File: config.mk
export PLATFORM = sky130hd
export DESIGN_NAME = ppu_mode_scheduler
export DESIGN_NICKNAME = d
export VERILOG_FILES = /design/src/rtl/ppu_pkg.sv /design/src/rtl/oam_bus_mux.sv /design/src/rtl/ppu_mode_scheduler.sv
export SDC_FILE = /design/constraint.sdc
export NUM_CORES = 1
export LEC_CHECK = 0
export ABC_AREA = 1
export ABC_CLOCK_PERIOD_IN_PS = 2000
export CORE_MARGIN = 10
export CORE_UTILIZATION = 37
export CTS_CLUSTER_SIZE = 20
export DETAILED_ROUTE_END_ITERATION = 7
export GPL_TIMING_DRIVEN = 0
export PLACE_DENSITY = 0.82
export SYNTH_ARGS = -nofsm -noshare
export SYNTH_HDL_FRONTEND = slang
export SYNTH_HIERARCHICAL = 1
export SYNTH_SLANG_ARGS = --single-unit
File: constraint.sdc
create_clock -name clk -period 2 [get_ports clk]
set_input_delay 0.3 -clock clk [delete_from_list [all_inputs] [get_ports clk]]
set_output_delay 0.3 -clock clk [all_outputs]
set_load 0.005 [all_outputs]
File: src/rtl/ppu_pkg.sv
// Shared PPU types: LCD mode encoding, scheduler states and default line timing.
package ppu_pkg;

    typedef enum logic [1:0] {
        HBLANK   = 2'd0,
        VBLANK   = 2'd1,
        OAM_SCAN = 2'd2,
        DRAW     = 2'd3
    } ppu_mode_t;

    typedef enum logic [2:0] {
        ST_OFF,
        ST_SCAN,
        ST_DRAW,
        ST_HBLANK,
        ST_VBLANK
    } sched_state_t;

    localparam int DEF_DOTS_PER_LINE = 456;
    localparam int DEF_MODE2_DOTS    = 80;
    localparam int DEF_VISIBLE_LINES = 144;
    localparam int DEF_TOTAL_LINES   = 154;

    localparam logic [15:0] OAM_START = 16'hFE00;

    function automatic logic ppu_owns_oam(input ppu_mode_t m);
        return (m == OAM_SCAN) || (m == DRAW);
    endfunction

endpackage

File: src/rtl/oam_bus_mux.sv
// Single-port OAM arbiter: the PPU fetcher owns the bus in modes 2/3, the CPU otherwise.
module oam_bus_mux
    import ppu_pkg::*;
(
    input  ppu_mode_t   i_mode,
    input  logic [15:0] i_ppu_a,
    input  logic [15:0] i_cpu_a,
    input  logic [7:0]  i_cpu_din,
    input  logic        i_cpu_wr,
    output logic [7:0]  o_cpu_dout,
    output logic [15:0] o_oam_a,
    output logic [7:0]  o_oam_din,
    output logic        o_oam_wr,
    input  logic [7:0]  i_oam_dout
);

    logic w_ppu_owns;

    assign w_ppu_owns = ppu_owns_oam(i_mode);

    // Locked-out CPU writes vanish and its reads float high.
    assign o_oam_a    = w_ppu_owns ? i_ppu_a : i_cpu_a;
    assign o_oam_wr   = w_ppu_owns ? 1'b0    : i_cpu_wr;
    assign o_oam_din  = w_ppu_owns ? 8'h00   : i_cpu_din;
    assign o_cpu_dout = w_ppu_owns ? 8'hFF   : i_oam_dout;

endmodule

File: src/rtl/ppu_mode_scheduler.sv
// Per-scanline PPU sequencer: dot/line counters, mode FSM with fetcher handshakes,
// status pulses and OAM bus ownership.
module ppu_mode_scheduler
    import ppu_pkg::*;
#(
    parameter int DOTS_PER_LINE = DEF_DOTS_PER_LINE,
    parameter int MODE2_DOTS    = DEF_MODE2_DOTS,
    parameter int VISIBLE_LINES = DEF_VISIBLE_LINES,
    parameter int TOTAL_LINES   = DEF_TOTAL_LINES
) (
    input  logic        clk,
    input  logic        rst,
    input  logic        lcd_en,
    input  logic [7:0]  lyc,
    output logic        mode2_start,
    input  logic        mode2_done,
    output logic        mode3_start,
    input  logic        mode3_done,
    output logic [1:0]  mode,
    output logic [7:0]  ly,
    output logic [8:0]  dot,
    output logic        ly_eq_lyc,
    output logic        vblank_irq,
    output logic        stat_mode_edge,
    output logic        overrun,
    input  logic [15:0] ppu_oam_a,
    input  logic [15:0] cpu_oam_a,
    input  logic [7:0]  cpu_oam_din,
    input  logic        cpu_oam_wr,
    output logic [7:0]  cpu_oam_dout,
    output logic [15:0] oam_a,
    output logic [7:0]  oam_din,
    output logic        oam_wr,
    input  logic [7:0]  oam_dout
);

    localparam logic [8:0] LAST_DOT  = 9'(DOTS_PER_LINE - 1);
    localparam logic [8:0] SCAN_LAST = 9'(MODE2_DOTS - 1);
    localparam logic [7:0] LAST_LINE = 8'(TOTAL_LINES - 1);
    localparam logic [7:0] VIS_LINES = 8'(VISIBLE_LINES);

    sched_state_t r_state;
    ppu_mode_t    r_mode;
    logic [8:0]   r_dot;
    logic [7:0]   r_ly;
    logic         r_m2_seen;
    logic         r_mode2_start;
    logic         r_mode3_start;
    logic         r_ly_eq;
    logic         r_vblank_irq;
    logic         r_stat_edge;
    logic         r_overrun;

    logic         w_line_end;
    logic         w_m2_done_ok;
    logic         w_m3_done_ok;
    logic         w_scan_exit;
    logic [7:0]   w_next_ly;
    logic         w_next_visible;

    assign w_line_end     = (r_dot == LAST_DOT);
    // A done coincident with its own start pulse belongs to no transaction yet.
    assign w_m2_done_ok   = mode2_done && (r_state == ST_SCAN) && !r_mode2_start;
    assign w_m3_done_ok   = mode3_done && (r_state == ST_DRAW) && !r_mode3_start;
    assign w_scan_exit    = (r_dot >= SCAN_LAST) && (r_m2_seen || w_m2_done_ok);
    assign w_next_ly      = (r_ly == LAST_LINE) ? 8'd0 : r_ly + 8'd1;
    assign w_next_visible = (w_next_ly < VIS_LINES);

    always_ff @(posedge clk) begin
        if (rst || !lcd_en) begin
            r_state       <= ST_OFF;
            r_mode        <= HBLANK;
            r_dot         <= '0;
            r_ly          <= '0;
            r_m2_seen     <= 1'b0;
            r_mode2_start <= 1'b0;
            r_mode3_start <= 1'b0;
            r_ly_eq       <= 1'b0;
            r_vblank_irq  <= 1'b0;
            r_stat_edge   <= 1'b0;
            r_overrun     <= 1'b0;
        end else begin
            r_mode2_start <= 1'b0;
            r_mode3_start <= 1'b0;
            r_vblank_irq  <= 1'b0;
            r_stat_edge   <= 1'b0;
            r_overrun     <= 1'b0;
            r_ly_eq       <= (r_ly == lyc);
            if (r_state == ST_OFF) begin
                r_state       <= ST_SCAN;
                r_mode        <= OAM_SCAN;
                r_mode2_start <= 1'b1;
                r_stat_edge   <= 1'b1;
                r_m2_seen     <= 1'b0;
            end else if (w_line_end) begin
                // The line ends regardless of outstanding fetcher work.
                r_dot     <= '0;
                r_ly      <= w_next_ly;
                r_m2_seen <= 1'b0;
                r_overrun <= (r_state == ST_SCAN) || (r_state == ST_DRAW);
                if (w_next_visible) begin
                    r_state       <= ST_SCAN;
                    r_mode        <= OAM_SCAN;
                    r_mode2_start <= 1'b1;
                    r_stat_edge   <= (r_mode != OAM_SCAN);
                end else begin
                    r_state      <= ST_VBLANK;
                    r_mode       <= VBLANK;
                    r_vblank_irq <= (w_next_ly == VIS_LINES);
                    r_stat_edge  <= (r_mode != VBLANK);
                end
            end else begin
                r_dot <= r_dot + 9'd1;
                if (w_m2_done_ok) begin
                    r_m2_seen <= 1'b1;
                end
                if ((r_state == ST_SCAN) && w_scan_exit) begin
                    r_state       <= ST_DRAW;
                    r_mode        <= DRAW;
                    r_mode3_start <= 1'b1;
                    r_stat_edge   <= 1'b1;
                end else if ((r_state == ST_DRAW) && w_m3_done_ok) begin
                    r_state     <= ST_HBLANK;
                    r_mode      <= HBLANK;
                    r_stat_edge <= 1'b1;
                end
            end
        end
    end

    assign mode2_start    = r_mode2_start;
    assign mode3_start    = r_mode3_start;
    assign mode           = r_mode;
    assign ly             = r_ly;
    assign dot            = r_dot;
    assign ly_eq_lyc      = r_ly_eq;
    assign vblank_irq     = r_vblank_irq;
    assign stat_mode_edge = r_stat_edge;
    assign overrun        = r_overrun;

    oam_bus_mux u_oam_bus_mux (
        .i_mode     (r_mode),
        .i_ppu_a    (ppu_oam_a),
        .i_cpu_a    (cpu_oam_a),
        .i_cpu_din  (cpu_oam_din),
        .i_cpu_wr   (cpu_oam_wr),
        .o_cpu_dout (cpu_oam_dout),
        .o_oam_a    (oam_a),
        .o_oam_din  (oam_din),
        .o_oam_wr   (oam_wr),
        .i_oam_dout (oam_dout)
    );

endmodule

==> impl_metrics.env <==
export IMPL_status="finished, final reports clean"
export IMPL_chipWidth_um=91.0
export IMPL_worst_clock_skew_ns=0.00480
export IMPL_clock_root_buffer="clkbuf_8"
export IMPL_synth_nets=361
export IMPL_cp_start_kind="flip-flop"
export IMPL_firstDrtPassIters=5
export IMPL_arrival_ns=1.62
export IMPL_diodes=0
export IMPL_hold_path_startpoint="r_m2_seen$_SDFFE_PP0P_"
export IMPL_m1WireLength_um=3080
export IMPL_multi_input_area_um2=1080
export IMPL_wl_per_cell_um=14.6
export IMPL_hold_path_class="flip-flop to flip-flop"
export IMPL_final_cells=490
export IMPL_via_per_inst=4.79
export IMPL_start_util_pct=38.7
export IMPL_core_area_um2=4820
export IMPL_seq_area_frac_synth_pct=31.2
export IMPL_utilization_pct=66.9
export IMPL_postCtsSetupRepairBufs=0
export IMPL_period_share_pct=96.0
export IMPL_route_detailed_drc=0
export IMPL_cp_required_ns=1.70
export IMPL_grt_pass1_vias=2170
export IMPL_cts_made_buffers=5
export IMPL_relSlewSlack_pct=66.8
export IMPL_finalSetupTns_ns=0
export IMPL_synth_area_um2=1860
export IMPL_worst_slew_pin_slew_ns=0.496
export IMPL_antenna_left=0
export IMPL_syn_avg_cell_area_um2=6.29
export IMPL_h_tree_depth=2
export IMPL_critPathKind="flip-flop to output port"
export IMPL_holdPathEnd="r_m2_seen$_SDFFE_PP0P_"
export IMPL_synthDistinctLibCells=30
export IMPL_fmax_mhz=521
export IMPL_clockBufferDepth=2
export IMPL_reg2reg_to="r_state[0]$_SDFFE_PP0P_"
export IMPL_hold_viol=0
export IMPL_yosysWarnings=6
export IMPL_regArea_um2=582
export IMPL_grt_first_pass_wirelength_um=11400
export IMPL_place_gp_congestion=0.884
export IMPL_wl_um=7160
export IMPL_met3_length_um=665
export IMPL_cts_clk_slew_worst_paths_ns=0.07
export IMPL_cts_tree="built"
export IMPL_dp_cells=482
export IMPL_cp_max_fo=10
export IMPL_grt_antenna_before_repair=0
export IMPL_setup_viol=0
export IMPL_syn2layout_area_growth_pct=73.1
export IMPL_final_common_cell="clkdlybuf4s50_1"
export IMPL_ys_seq_elements=29
export IMPL_slew_viol_final=0
export IMPL_fill_cells=442
export IMPL_num_rows=25
export IMPL_syn_instance_count=296
export IMPL_r2r_slack_ns=0.31
export IMPL_drive_above_1_share_pct=10.2
export IMPL_rr_worst_depth=12
export IMPL_rsz0062_at_grt="false"
export IMPL_ir_drop_uv=341
export IMPL_highest_layer="met4"
export IMPL_layout_common_cells="119 x clkdlybuf4s50_1, 85 x nand2_1, 46 x nor2_1, 36 x inv_1, 28 x dfxtp_1"
export IMPL_r2r_start="ly[1]$_SDFFE_PP0P_"
export IMPL_p_leak_nw=1.36
export IMPL_grt_use_total_pct=16.8
export IMPL_fp_dieH_um=91.0
export IMPL_overflow=0
export IMPL_hpwlAfterDp_um=5950
export IMPL_finalNetCount=487
export IMPL_wl_met2_um=3340
export IMPL_clock_sinks=29
export IMPL_grt_max_degree=11
export IMPL_drt_iter0_drc=80
export IMPL_worstHoldPathCells=2
export IMPL_num_vias=2346
export IMPL_worstSetupEndpointType="output port"
export IMPL_insertion_delay_ns=0.29
export IMPL_period_minus_slack_ns=1.92
export IMPL_die_area_um2=8270
export IMPL_io_pins=120
export IMPL_port_buffers=119
export IMPL_powerDensity_nw_per_um2=442
export IMPL_max_cap_violations=0
==> flip-flops by register name, indices dropped and copies added (netlist names), 2 cells and up <==
signal   cells
dot          9
ly           8
r_state      3
mode         2
==> critical path: stages (launching register included) <==
cell and delay, ns:
dfxtp_2 0.46, buf_4 0.22, nand2_1 0.07, nand2_1 0.06, clkdlybuf4s50_1 0.52
==> layout make-up <==
class | instances | area share (%)
Clock buffer | 6 | 2.25
Multi-Input combinational cell | 220 | 33.4
Sequential cell | 29 | 18.0
Tap cell | 67 | 2.60
Inverter | 40 | 4.77
Timing Repair Buffer | 119 | 36.9
Clock inverter | 2 | 0.310
Buffer | 7 | 1.63
==> what timing repair did <==
item	CTS	global route
gates resized for setup	1	1
hold buffers	0	0
endpoints found under the setup margin	11	1
endpoints found under the hold margin	0	0
==> cells in the mapped netlist, drive strengths merged <==
cell type,count,area share [%]
ha,3,2.0
inv,39,7.9
nand2,91,19
o21ai,8,2.1
xor2,3,1.4
dfxtp,29,31
a21oi,13,3.5
nor2,49,11
nor4,1,0.34
or2,9,3.0
clkinv,1,0.27
nand3,19,6.2
xnor2,5,2.4
o32ai,1,0.47
nor3,2,0.81
a211oi,2,0.81
buf,7,2.8
o22ai,8,2.7
nand4,5,2.0
a221oi,1,0.47
==> cell families (layout without fill, tap and decap cells) <==
group                    Yosys count  in the layout  share of synthesized area [%]
AO/OA/AOI/OAI                     33             33                           10.1
flip-flops                        29             29                           31.2
XOR/XNOR                           8              8                           3.76
buffers and inverters             47            174                           10.9
AND/OR/NAND/NOR                  176            176                           42.0
adder cells (fa/ha/maj)            3              3                           2.01
==> worst max-delay path by stage <==
| stage | from | end | slack [ns] | cells past startpoint |
|---|---|---|---|---|
| floorplan | ly[0]$_SDFFE_PP0P_ | r_state[0]$_SDFFE_PP0P_ | 0.50 | 10 |
| detailed placement | lcd_en | vblank_irq$_SDFF_PP0_ | 0.09 | 7 |
| global placement | lcd_en | vblank_irq$_SDFF_PP0_ | 0.1 | 7 |
| global route | mode[1]$_SDFFE_PP0P_ | oam_a[4] | 0.002 | 4 |
| finish | mode[1]$_SDFFE_PP0P_ | oam_a[14] | 0.08 | 4 |
| CTS | mode[1]$_SDFFE_PP0P_ | oam_a[4] | 0.09 | 4 |
==> stage by stage <==
step	total power [mW]	area (um2)	worst slack, ns	hold slack [ns]
after floorplan	0.709	1860	0.499	0.428
after global placement	0.959	3140	0.0978	0.437
after detailed placement	0.964	3140	0.0885	0.447
after CTS	1.44	3220	0.0921	0.456
after global routing	1.50	3220	0.00214	0.465
final	1.43	3220	0.0791	0.455
==> where the power goes <==
part,total (mW),internal (mW),switching [mW]
clock,0.476,0.241,0.236
sequential,0.591,0.584,0.00723
combinational,0.360,0.240,0.120
==> metal layers <==
metal  GRT usage, %  up-vias
met5              0        -
met3           6.26       10
met1           20.0     1045
li1               -     1182
met4           4.31        0
met2           27.6      109
Power figures use the tool's default switching activity.
